$ cat src/rtl/clk_freq_monitor.sv
// clk_freq_monitor: counts rising edges of an asynchronous clk_in over a
// fixed window of WINDOW_CYCLES system clocks and flags the result.
//
// Ports:
//   clock        system clock, all state on its rising edge
//   reset        asynchronous active-high reset
//   clk_in       monitored clock, sampled as data
//   start        request one measurement (level, sampled in IDLE)
//   busy         high while a window is being measured
//   result_valid one-cycle pulse when a new result is presented
//   edge_count   edges counted in the last completed window
//   in_range     MIN_COUNT <= edge_count <= MAX_COUNT and no overflow
//   overflow     last window saturated the edge counter
//
// Build option: define CLK_FREQ_MONITOR_CONTINUOUS_EN to run windows
// back-to-back after the first start instead of single-shot.
module clk_freq_monitor #(
    parameter int unsigned WINDOW_CYCLES = 1000,
    parameter int unsigned COUNT_WIDTH   = 16,
    parameter int unsigned MIN_COUNT     = 95,
    parameter int unsigned MAX_COUNT     = 105
) (
    input  logic                   clock,
    input  logic                   reset,
    input  logic                   clk_in,
    input  logic                   start,
    output logic                   busy,
    output logic                   result_valid,
    output logic [COUNT_WIDTH-1:0] edge_count,
    output logic                   in_range,
    output logic                   overflow
);

    typedef enum logic [1:0] {
        IDLE    = 2'd0,
        MEASURE = 2'd1,
        REPORT  = 2'd2
    } state_t;

    localparam logic [23:0] WIN_LAST = 24'(WINDOW_CYCLES - 1);
    localparam logic [COUNT_WIDTH-1:0] CNT_MAX = '1;
    localparam logic [COUNT_WIDTH-1:0] CNT_ONE = COUNT_WIDTH'(1);

    state_t state;
    state_t state_nxt;

    logic                   sync1;
    logic                   sync2;
    logic                   sync3;
    logic [2:0]             arm;
    logic                   edge_det;
    logic [23:0]            win_cnt;
    logic [COUNT_WIDTH-1:0] cnt;
    logic                   cnt_ovf;
    logic                   win_done;
    logic                   clear;
    logic [31:0]            cnt_ext;
    logic                   cnt_in_lim;

    // arm[2] marks that sync3 holds a genuine sample of clk_in rather than
    // its reset value, so a clk_in already high at reset release is not
    // mistaken for a rising edge.
    always_ff @(posedge clock or posedge reset) begin
        if (reset) begin
            sync1 <= 1'b0;
            sync2 <= 1'b0;
            sync3 <= 1'b0;
            arm   <= 3'b000;
        end else begin
            sync1 <= clk_in;
            sync2 <= sync1;
            sync3 <= sync2;
            arm   <= {arm[1:0], 1'b1};
        end
    end

    assign edge_det = sync2 & ~sync3 & arm[2];
    assign win_done = (state == MEASURE) && (win_cnt == WIN_LAST);

    // Counters restart on every entry into MEASURE.
    assign clear = ((state == IDLE) && start) || (state == REPORT);

    always_ff @(posedge clock or posedge reset) begin
        if (reset) begin
            state <= IDLE;
        end else begin
            state <= state_nxt;
        end
    end

    always_comb begin
        state_nxt = state;
        unique case (state)
            IDLE: begin
                if (start) begin
                    state_nxt = MEASURE;
                end
            end
            MEASURE: begin
                if (win_done) begin
                    state_nxt = REPORT;
                end
            end
            REPORT: begin
`ifdef CLK_FREQ_MONITOR_CONTINUOUS_EN
                state_nxt = MEASURE;
`else
                state_nxt = IDLE;
`endif
            end
            default: begin
                state_nxt = IDLE;
            end
        endcase
    end

    always_ff @(posedge clock or posedge reset) begin
        if (reset) begin
            win_cnt <= '0;
            cnt     <= '0;
            cnt_ovf <= 1'b0;
        end else if (clear) begin
            win_cnt <= '0;
            cnt     <= '0;
            cnt_ovf <= 1'b0;
        end else if (state == MEASURE) begin
            win_cnt <= win_cnt + 24'd1;
            if (edge_det) begin
                // Saturate rather than wrap.
                if (cnt == CNT_MAX) begin
                    cnt_ovf <= 1'b1;
                end else begin
                    cnt <= cnt + CNT_ONE;
                end
            end
        end
    end

    assign cnt_ext    = 32'(cnt);
    assign cnt_in_lim = (cnt_ext >= MIN_COUNT) && (cnt_ext <= MAX_COUNT);

    always_ff @(posedge clock or posedge reset) begin
        if (reset) begin
            result_valid <= 1'b0;
            edge_count   <= '0;
            in_range     <= 1'b0;
            overflow     <= 1'b0;
        end else begin
            result_valid <= (state == REPORT);
            if (state == REPORT) begin
                edge_count <= cnt;
                overflow   <= cnt_ovf;
                in_range   <= cnt_in_lim & ~cnt_ovf;
            end
        end
    end

    assign busy = (state == MEASURE);

endmodule

$ cat config.mk
export PLATFORM = sky130hd
export DESIGN_NAME = clk_freq_monitor
export DESIGN_NICKNAME = d
export VERILOG_FILES = /design/src/rtl/clk_freq_monitor.sv
export SDC_FILE = /design/constraint.sdc
export NUM_CORES = 1
export LEC_CHECK = 0
export ABC_CLOCK_PERIOD_IN_PS = 4880
export CAP_MARGIN = 30
export CORE_ASPECT_RATIO = 1.4
export CORE_MARGIN = 2
export CORE_UTILIZATION = 50
export CTS_CLUSTER_DIAMETER = 80
export CTS_CLUSTER_SIZE = 12
export DETAILED_ROUTE_END_ITERATION = 16
export PLACE_DENSITY = 0.7
export SYNTH_ARGS = -nofsm -noshare
export SYNTH_HDL_FRONTEND = slang
export SYNTH_SLANG_ARGS = --single-unit
export TNS_END_PERCENT = 20
$ cat constraint.sdc
create_clock -name clock -period 4.88 [get_ports clock]
set_clock_uncertainty 0.05 [all_clocks]
set_input_delay 0.732 -clock clock [delete_from_list [all_inputs] [get_ports clock]]
set_output_delay 0.732 -clock clock [all_outputs]
set_load 0.01 [all_outputs]
Word-level counts from Yosys, hierarchy flattened. Index checks and enable logic that the tools add are counted. Widths: inputs -> output; s select.

$add $sub $neg: 2. $lt $le $gt $ge: 2. Eq/ne operators: 7. Mux-type cells: 13. Bitwise logic cells: 5. Reduce and logical (&&, ||, !) cells: 11.

Operators by type and width (count): $mux 16 (4); $mux 24 (2); $add 24x1->24 const B (1); $eq 24x10->1 const B (1); $add 16x1->16 const B (1); $eq 16x16->1 const B (1); $ge 16x7->1 const B (1); $le 16x7->1 const B (1); $reduce_and 3->1 (2); $reduce_bool 2->1 (3); $mux 1 (4); $mux 2 (2); $ne 2x2->1 const B (2); $pmux 2 s2 (1); $and 1x1->1 (3); $logic_and 1x1->1 (3); $eq 2x1->1 const B (1); $eq 2x2->1 const B (1); $logic_not 2->1 (1); $ne 2x1->1 const B (1); $not 1->1 (2); $reduce_and 2->1 (1); $logic_or 1x1->1 (1).

Register bits after elaboration: 68. Word-level logic and storage cells: 52.

Depth between registers and ports, before layout. Gate-level depths: netlist (run 1).

Word-level depth: 6. Mapped depth: 6. Depth with buffers taken out: 6.

Least setup slack after synthesis (run 1). Ideal clock, no wire load.

Path type: input -> register. Start point: input port start. End point: register win_cnt[17]. Setup time: 78 ps. Arrival: 1939 ps. Required time: 4752 ps. Setup slack: 2812 ps. Stages: 5. Path through: o21bai_1 a211o_1 buf_2 or4_1 a21oi_1.

Word-level cells in the longest chain between the ends: 3. Elaborated cells between the ends (all ways): 4. Those cells by class: 1 x mux; 3 x reduce/logical.

RTL lines: start: declaration (RTL line 26) `input logic start,`; $logic_and 1x1->1 (*) (RTL line 81) `assign clear = ((state == IDLE) && start) || (state == REPORT);`; $logic_or 1x1->1 (*) (RTL line 81); $mux 24 / $reduce_bool 2->1 (equally long branches); end signal: assignment (RTL line 127) `win_cnt <= win_cnt + 24'd1;`; end: declaration (RTL line 52) `logic [23:0] win_cnt;`.

Mark *: on every way between the ends. The rest lies on a longest branch, timed or not. A chain may end at the register's enable or synchronous reset.

Final worst setup path (run 1).
Start point: register state[1]. End point: output port busy.

Word-level cells in the longest chain between the ends: 1.

RTL lines: start: declaration (RTL line 44) `state_t state;`; start signal: assignment (RTL line 87) `state <= state_nxt;`; $eq 2x1->1 (RTL line 158) `assign busy = (state == MEASURE);`; end: declaration (RTL line 27) `output logic busy,`.

No other way between the ends.

==> metrics.txt, run 1 <==
status finished, final reports clean; Slew Limit Fails 0; initial antenna violation count 0; Hold Buf Count CTS 0; Yosys cell types 50; # fillers ~570; # port buffers 23; CTS Buffer Depth 2; CP required a little over 4 ns; Resize count post-CTS 0; syn nets about 320; Worst R2R Setup Slack 2.38 ns; Setup WS pre-CTS roughly 1.7 ns; vias in the first global route 2,543; fin util 0.591; mapped cell area about 3300 um2; post-synthesis sequential area ratio 0.513; post-DP HPWL between 4000 and 5000 um; setup violators final 0; Avg Synthesized Cell Area between 10 and 15 um2; Compound-Gate Fraction of Synth Area 0.153; critical path startpoint state[1]; drt via density 6.33; crit-path cells nand2b_1 > inv_1 > clkdlybuf4s50_1; final hold vios 0; largest net degree at the start of global routing 44; multiplexer share of the synthesized area 0.0607; CTS Buf Count 9; area of placed instances ~3600 um2; crit-path max cell delay 0.59 ns; R2R Path End win_cnt[18]; XOR/XNOR share of the synthesized area 0.00792; FMAX ~350 MHz; ratio of cells with drive above 1 in the final layout 0.145; pwr/cell area ~390 nW/um2; ys async rst share 1.00; maximum VDD drop about 290 uV; most common cell after layout, fill and taps aside dfrtp_1; core area 6530 um2; Max-Cap Viols 0; Buf+Inv Stages, Crit Path 2; most frequent cells in the layout 68 x dfrtp_1, 23 x a21oi_1, 23 x nand2_1, 23 x clkdlybuf4s50_1, 17 x mux2_2; io pins 24; Top FF cell, synth dfrtp_1; Die Span Y between 100 and 150 um; placer congestion estimate between 0.7 and 0.8; YS warnings 0; Worst Path Arrival a little over 2 ns; Crit Path Max Fanout 13; hold_ws 0.300 ns; First DRT Iteration DRCs between 150 and 200; gr usage total 0.208; Final Worst Setup Slack 2.04 ns; EDFF count, synth 0; relative slew slack 0.431; crit end category primary output; CP Capture Point busy; post-route ant nets 0; first-pass GRT wire length between 10,000 and 15,000 um; CTS tree built; Initial Util 0.509; design area 3860 um2; vias post-DR about 2,600; Pleak around 1.6 nW; H-Tree Depth 3; CP delay by family, top buffers and inverters; Synth Area in Simple Gates 0.217; cell row count 35; CTS root buffer clkbuf_8; Post-Synthesis Cells ~320; per-cell routed wire length ~17 um; post-CTS setup buffer count 0; final worst-path cycle share 0.581; die width 72.9 um; CP max stage cell clkdlybuf4s50_1; DRC 0; reg2reg path depth 4; Tmin final around 2.8 ns; Slew @ Worst Pin about 0.85 ns; largest family of logic cells by synthesized area simple AND/OR/NAND/NOR gates; cell count along the critical path 3; area grow syn2layout 16.2%; final WL 7150 um; FF+latch count, synth 68; CP Class register to primary output; Die Area between 7000 and 8000 um2; FF-to-FF Start state[0]; Hold Path Class register to register; clock latency on the worst-skew pair approximately 0.35 ns; Remaining Overflow, GRT 0; fin nets 347; unrepaired setup endpoints after global routing no; Post-Synth Adder-Cell Area 0.0151; Worst Setup Start Kind register; clk sinks 68; setup_tns 0 ns; antenna fix cells 0; TritonRoute pass-1 iters 4; Clock transition at path regs approximately 0.08 ns
[cell usage after synthesis (5+ instances only)]
cell / n / area (um2)
a211oi_1: 6 / 45.0
a21oi_1: 23 / 115
a31oi_1: 5 / 31.3
and3_1: 5 / 31.3
and4_1: 5 / 43.8
clkbuf_1: 9 / 33.8
dfrtp_1: 68 / 1700
inv_1: 8 / 30.0
mux2_2: 17 / 191
nand2_1: 23 / 86.3
nand3_1: 16 / 80.1
nand4_1: 14 / 87.6
nor2_1: 13 / 48.8
nor3_1: 5 / 25.0
nor4_1: 6 / 37.5
o21ai_0: 8 / 40.0
o31ai_1: 14 / 105
or3_1: 6 / 37.5
or4_1: 15 / 113
[flip-flops by register name, indices dropped and copies added, names as in the netlist]
register,cells
sync1,1
overflow,1
state,2
cnt_ovf,1
sync3,1
sync2,1
cnt,16
win_cnt,24
result_valid,1
in_range,1
edge_count,16
arm,3
[report_power, final]
part / switching [mW] / internal, mW / leakage, nW
sequential: 0.112 / 0.631 / 0.879
combinational: 0.0939 / 0.0774 / 0.578
clock: 0.219 / 0.353 / 0.122
[cell families after synthesis]
family | after synthesis
flip-flops | 68
multiplexers | 18
buffers and inverters | 23
AND/OR/NAND/NOR | 123
XOR/XNOR | 3
AO/OA/AOI/OAI | 76
adder cells (fa/ha/maj) | 4
other | 1
[worst min path at each step]
stage / start / end / cells past startpoint
2_1_floorplan: arm[0] / arm[1] / 0
3_3_place_gp: arm[0] / arm[1] / 0
3_5_place_dp: arm[1] / arm[2] / 0
4_1_cts: arm[1] / arm[2] / 0
5_1_grt: arm[0] / arm[1] / 0
6_report: arm[1] / arm[2] / 0
[worst reg2reg max path: stages (launching register included)]
cell and delay [ns]:
dfrtp_1 0.47, o21ba_2 0.80, o211ai_1 0.38, or4_1 0.57, a21oi_1 0.15
[metal layers]
metal  global-route usage  up-vias  routed length [um]
met3               0.0542       23                 205
met2                0.352       59                3660
met4                0.107        0                 244
li1                     -     1270                   -
met5                    0        -                   0
met1                0.240     1295                3040
[per-stage QoR]
| step | std cells | total power [mW] |
|---|---|---|
| finish | 418 | 1.49 |
| detailed placement | 402 | 0.918 |
| CTS | 418 | 1.49 |
| floorplan | 316 | 0.858 |
| global placement | 400 | 0.909 |
| global route | 418 | 1.56 |
[cell type report]
class	count	area, um2	area share
clock buffer	10	138	0.0357
clock inverter	6	111	0.0289
inverter	8	30.0	0.00779
multi-input combinational	225	1520	0.393
sequential	68	1700	0.441
tap	74	92.6	0.0240
timing repair buffer	27	268	0.0694
(Power assumes the default switching activity.)
==> inputs of run 2 (changes only) <==
ABC_CLOCK_PERIOD_IN_PS = 2400   (was 4880)
PLACE_DENSITY = 0.72   (was 0.7)
clock period = 2.4 ns   (was 4.88 ns; I/O delays follow)
==> metrics.txt, run 2 (synthesis gave the netlist of run 1 again) <==
vias post-DR 2,728 (+3.1%); pwr/cell area 719 nW/um2 (+86%); crit-path cells nand2b_1 > inv_1 > clkdlybuf4s50_1; antenna fix cells 0 (unchanged); relative slew slack 0.630 (+0.199); status finished, final reports clean; Hold Path Class register to register; DRC 0 (unchanged); Remaining Overflow, GRT 0 (unchanged); core area 6530 um2 (unchanged); CP delay by family, top buffers and inverters; Die Span Y 100 um (unchanged); Worst Setup Start Kind register; Crit Path Max Fanout 7 (-6); Buf+Inv Stages, Crit Path 2 (unchanged); largest net degree at the start of global routing 69 (+57%); cell row count 35 (unchanged); largest register by flop count win_cnt; setup_tns 0 ns (unchanged); Initial Util 0.509 (unchanged); clock latency on the worst-skew pair 0.35 ns (about the same); max reg flops 24 (unchanged); CP max stage cell clkdlybuf4s50_1; leading registers by flop count win_cnt x24, cnt x16, edge_count x16; Die Area 7320 um2 (unchanged); Worst Path Arrival 1.88 ns (-0.18 ns); post-route ant nets 0 (unchanged); Hold Buf Count CTS 0 (unchanged); die width 72.9 um (unchanged); Pleak 1.58 nW (+0.23%); setup violators final 0 (unchanged); final hold vios 0 (unchanged); # port buffers 23 (unchanged); Max-Cap Viols 0 (unchanged); CP required 1.99 ns (-2.11 ns); reg2reg path depth 5 (+1); final worst-path cycle share 0.955; worst hold path cell count 0 (unchanged); first-pass GRT wire length 12,300 um (+4.6%); H-Tree Depth 3 (unchanged); CTS Buffer Depth 2 (unchanged); post-CTS setup buffer count 0 (unchanged); gr usage total 0.220 (+0.0114); per-cell routed wire length 16.9 um (-1.0%); fin util 0.589 (-0.00230); ratio of cells with drive above 1 in the final layout 0.154 (+0.00894); fin nets 353 (+1.7%); CTS root buffer clkbuf_8; CP Class register to primary output; clk sinks 68 (unchanged); placer congestion estimate 0.875 (+11%); initial antenna violation count 0 (unchanged); # fillers 562 (-0.71%); area grow syn2layout 15.7%; final WL 7180 um (+0.41%); FMAX between 400 and 500 MHz; CTS tree built; Slew @ Worst Pin 0.552 ns (-0.301 ns); Hold EP arm[2]; FF-to-FF Start state[1]; R2R Path End win_cnt[18]; most frequent cells in the layout 68 x dfrtp_1, 23 x a21oi_1, 23 x nand2_1, 23 x clkdlybuf4s50_1, 17 x mux2_2; First DRT Iteration DRCs 213 (+28%); sequential share of power 0.546 (+0.046); maximum VDD drop 516 uV (+80%); post-DP HPWL 4910 um (+1.3%); Clock transition at path regs 0.07 ns (about the same); TritonRoute pass-1 iters 5 (+1); Resize count post-CTS 0 (unchanged); io pins 24 (unchanged); P_int 1.92 mW (+81%); unrepaired setup endpoints after global routing no; hold path start arm[1]; vias in the first global route 2,636 (+3.7%); crit-path max cell delay 0.58 ns (about the same); clock power share 0.326 (-0.059); switching pwr 0.842 mW (+98%); Net Sw Frac 0.305 (+0.0195); Tmin final around 2.3 ns; Slew Limit Fails 0 (unchanged); CTS Buf Count 9 (unchanged); most common cell after layout, fill and taps aside dfrtp_1; Gate power share 0.127 (+0.012); drt via density 6.43 (+1.6%); crit end category primary output; Worst R2R Setup Slack 0.35 ns (-2.03 ns)
run 2: worst max-delay path by stage:
stage	end	slack, ns	cells past startpoint	startpoint
floorplan	arm[0]	0.28	1	reset
global placement	win_cnt[21]	0.28	5	start
detailed placement	win_cnt[22]	0.23	6	start
CTS	busy	0.11	3	state[1]
global route	busy	0.002	3	state[1]
finish	busy	0.11	3	state[1]
run 2: worst register-to-register path, stage by stage (launching register included):
cell and delay (ns):
dfrtp_1 0.45, nand2b_1 0.27, inv_1 0.24, o211ai_1 0.25
or4_1 0.56, a21oi_1 0.15
run 2: power groups by stage:
stage / clock, mW / sequential [mW] / combinational [mW]
floorplan: 0 / 1.44 / 0.309
global placement: 0 / 1.51 / 0.340
detailed placement: 0 / 1.52 / 0.355
CTS: 0.928 / 1.50 / 0.356
global route: 0.963 / 1.54 / 0.407
finish: 0.901 / 1.51 / 0.351
run 2: metrics by stage:
stage                     worst slack, ns  cells  hold slack [ns]  area, um2  power [mW]
after floorplan                     0.278    316            0.281       3320        1.74
after global placement              0.282    408            0.284       3660        1.86
after detailed placement            0.233    408            0.294       3660        1.87
after CTS                           0.112    424            0.309       3840        2.78
after global routing              0.00188    424            0.309       3840        2.91
final                               0.109    424            0.304       3840        2.76
run 2: per-layer routing:
| layer | GRT usage | vias to the layer above | wire length (um) |
|---|---|---|---|
| met3 | 0.0452 | 22 | 285 |
| met1 | 0.262 | 1341 | 2920 |
| met2 | 0.370 | 79 | 3760 |
| li1 | - | 1286 | - |
| met5 | 0 | - | 0 |
| met4 | 0.113 | 0 | 216 |
run 2: area by class of cell:
type                            instances  area, um2  area share
Clock inverter                          5       52.6      0.0137
Tap cell                               74       92.6      0.0241
Sequential cell                        68       1700       0.443
Timing Repair Buffer                   33        318      0.0827
Multi-Input combinational cell        225       1520       0.394
Inverter                                8       30.0     0.00782
Clock buffer                           11        131      0.0342
==> inputs of run 3 (changes only) <==
CAP_MARGIN = 15   (was 30)
==> results of run 3 <==
Same layout as run 2: the final DEF is identical, and so are final timing and power.
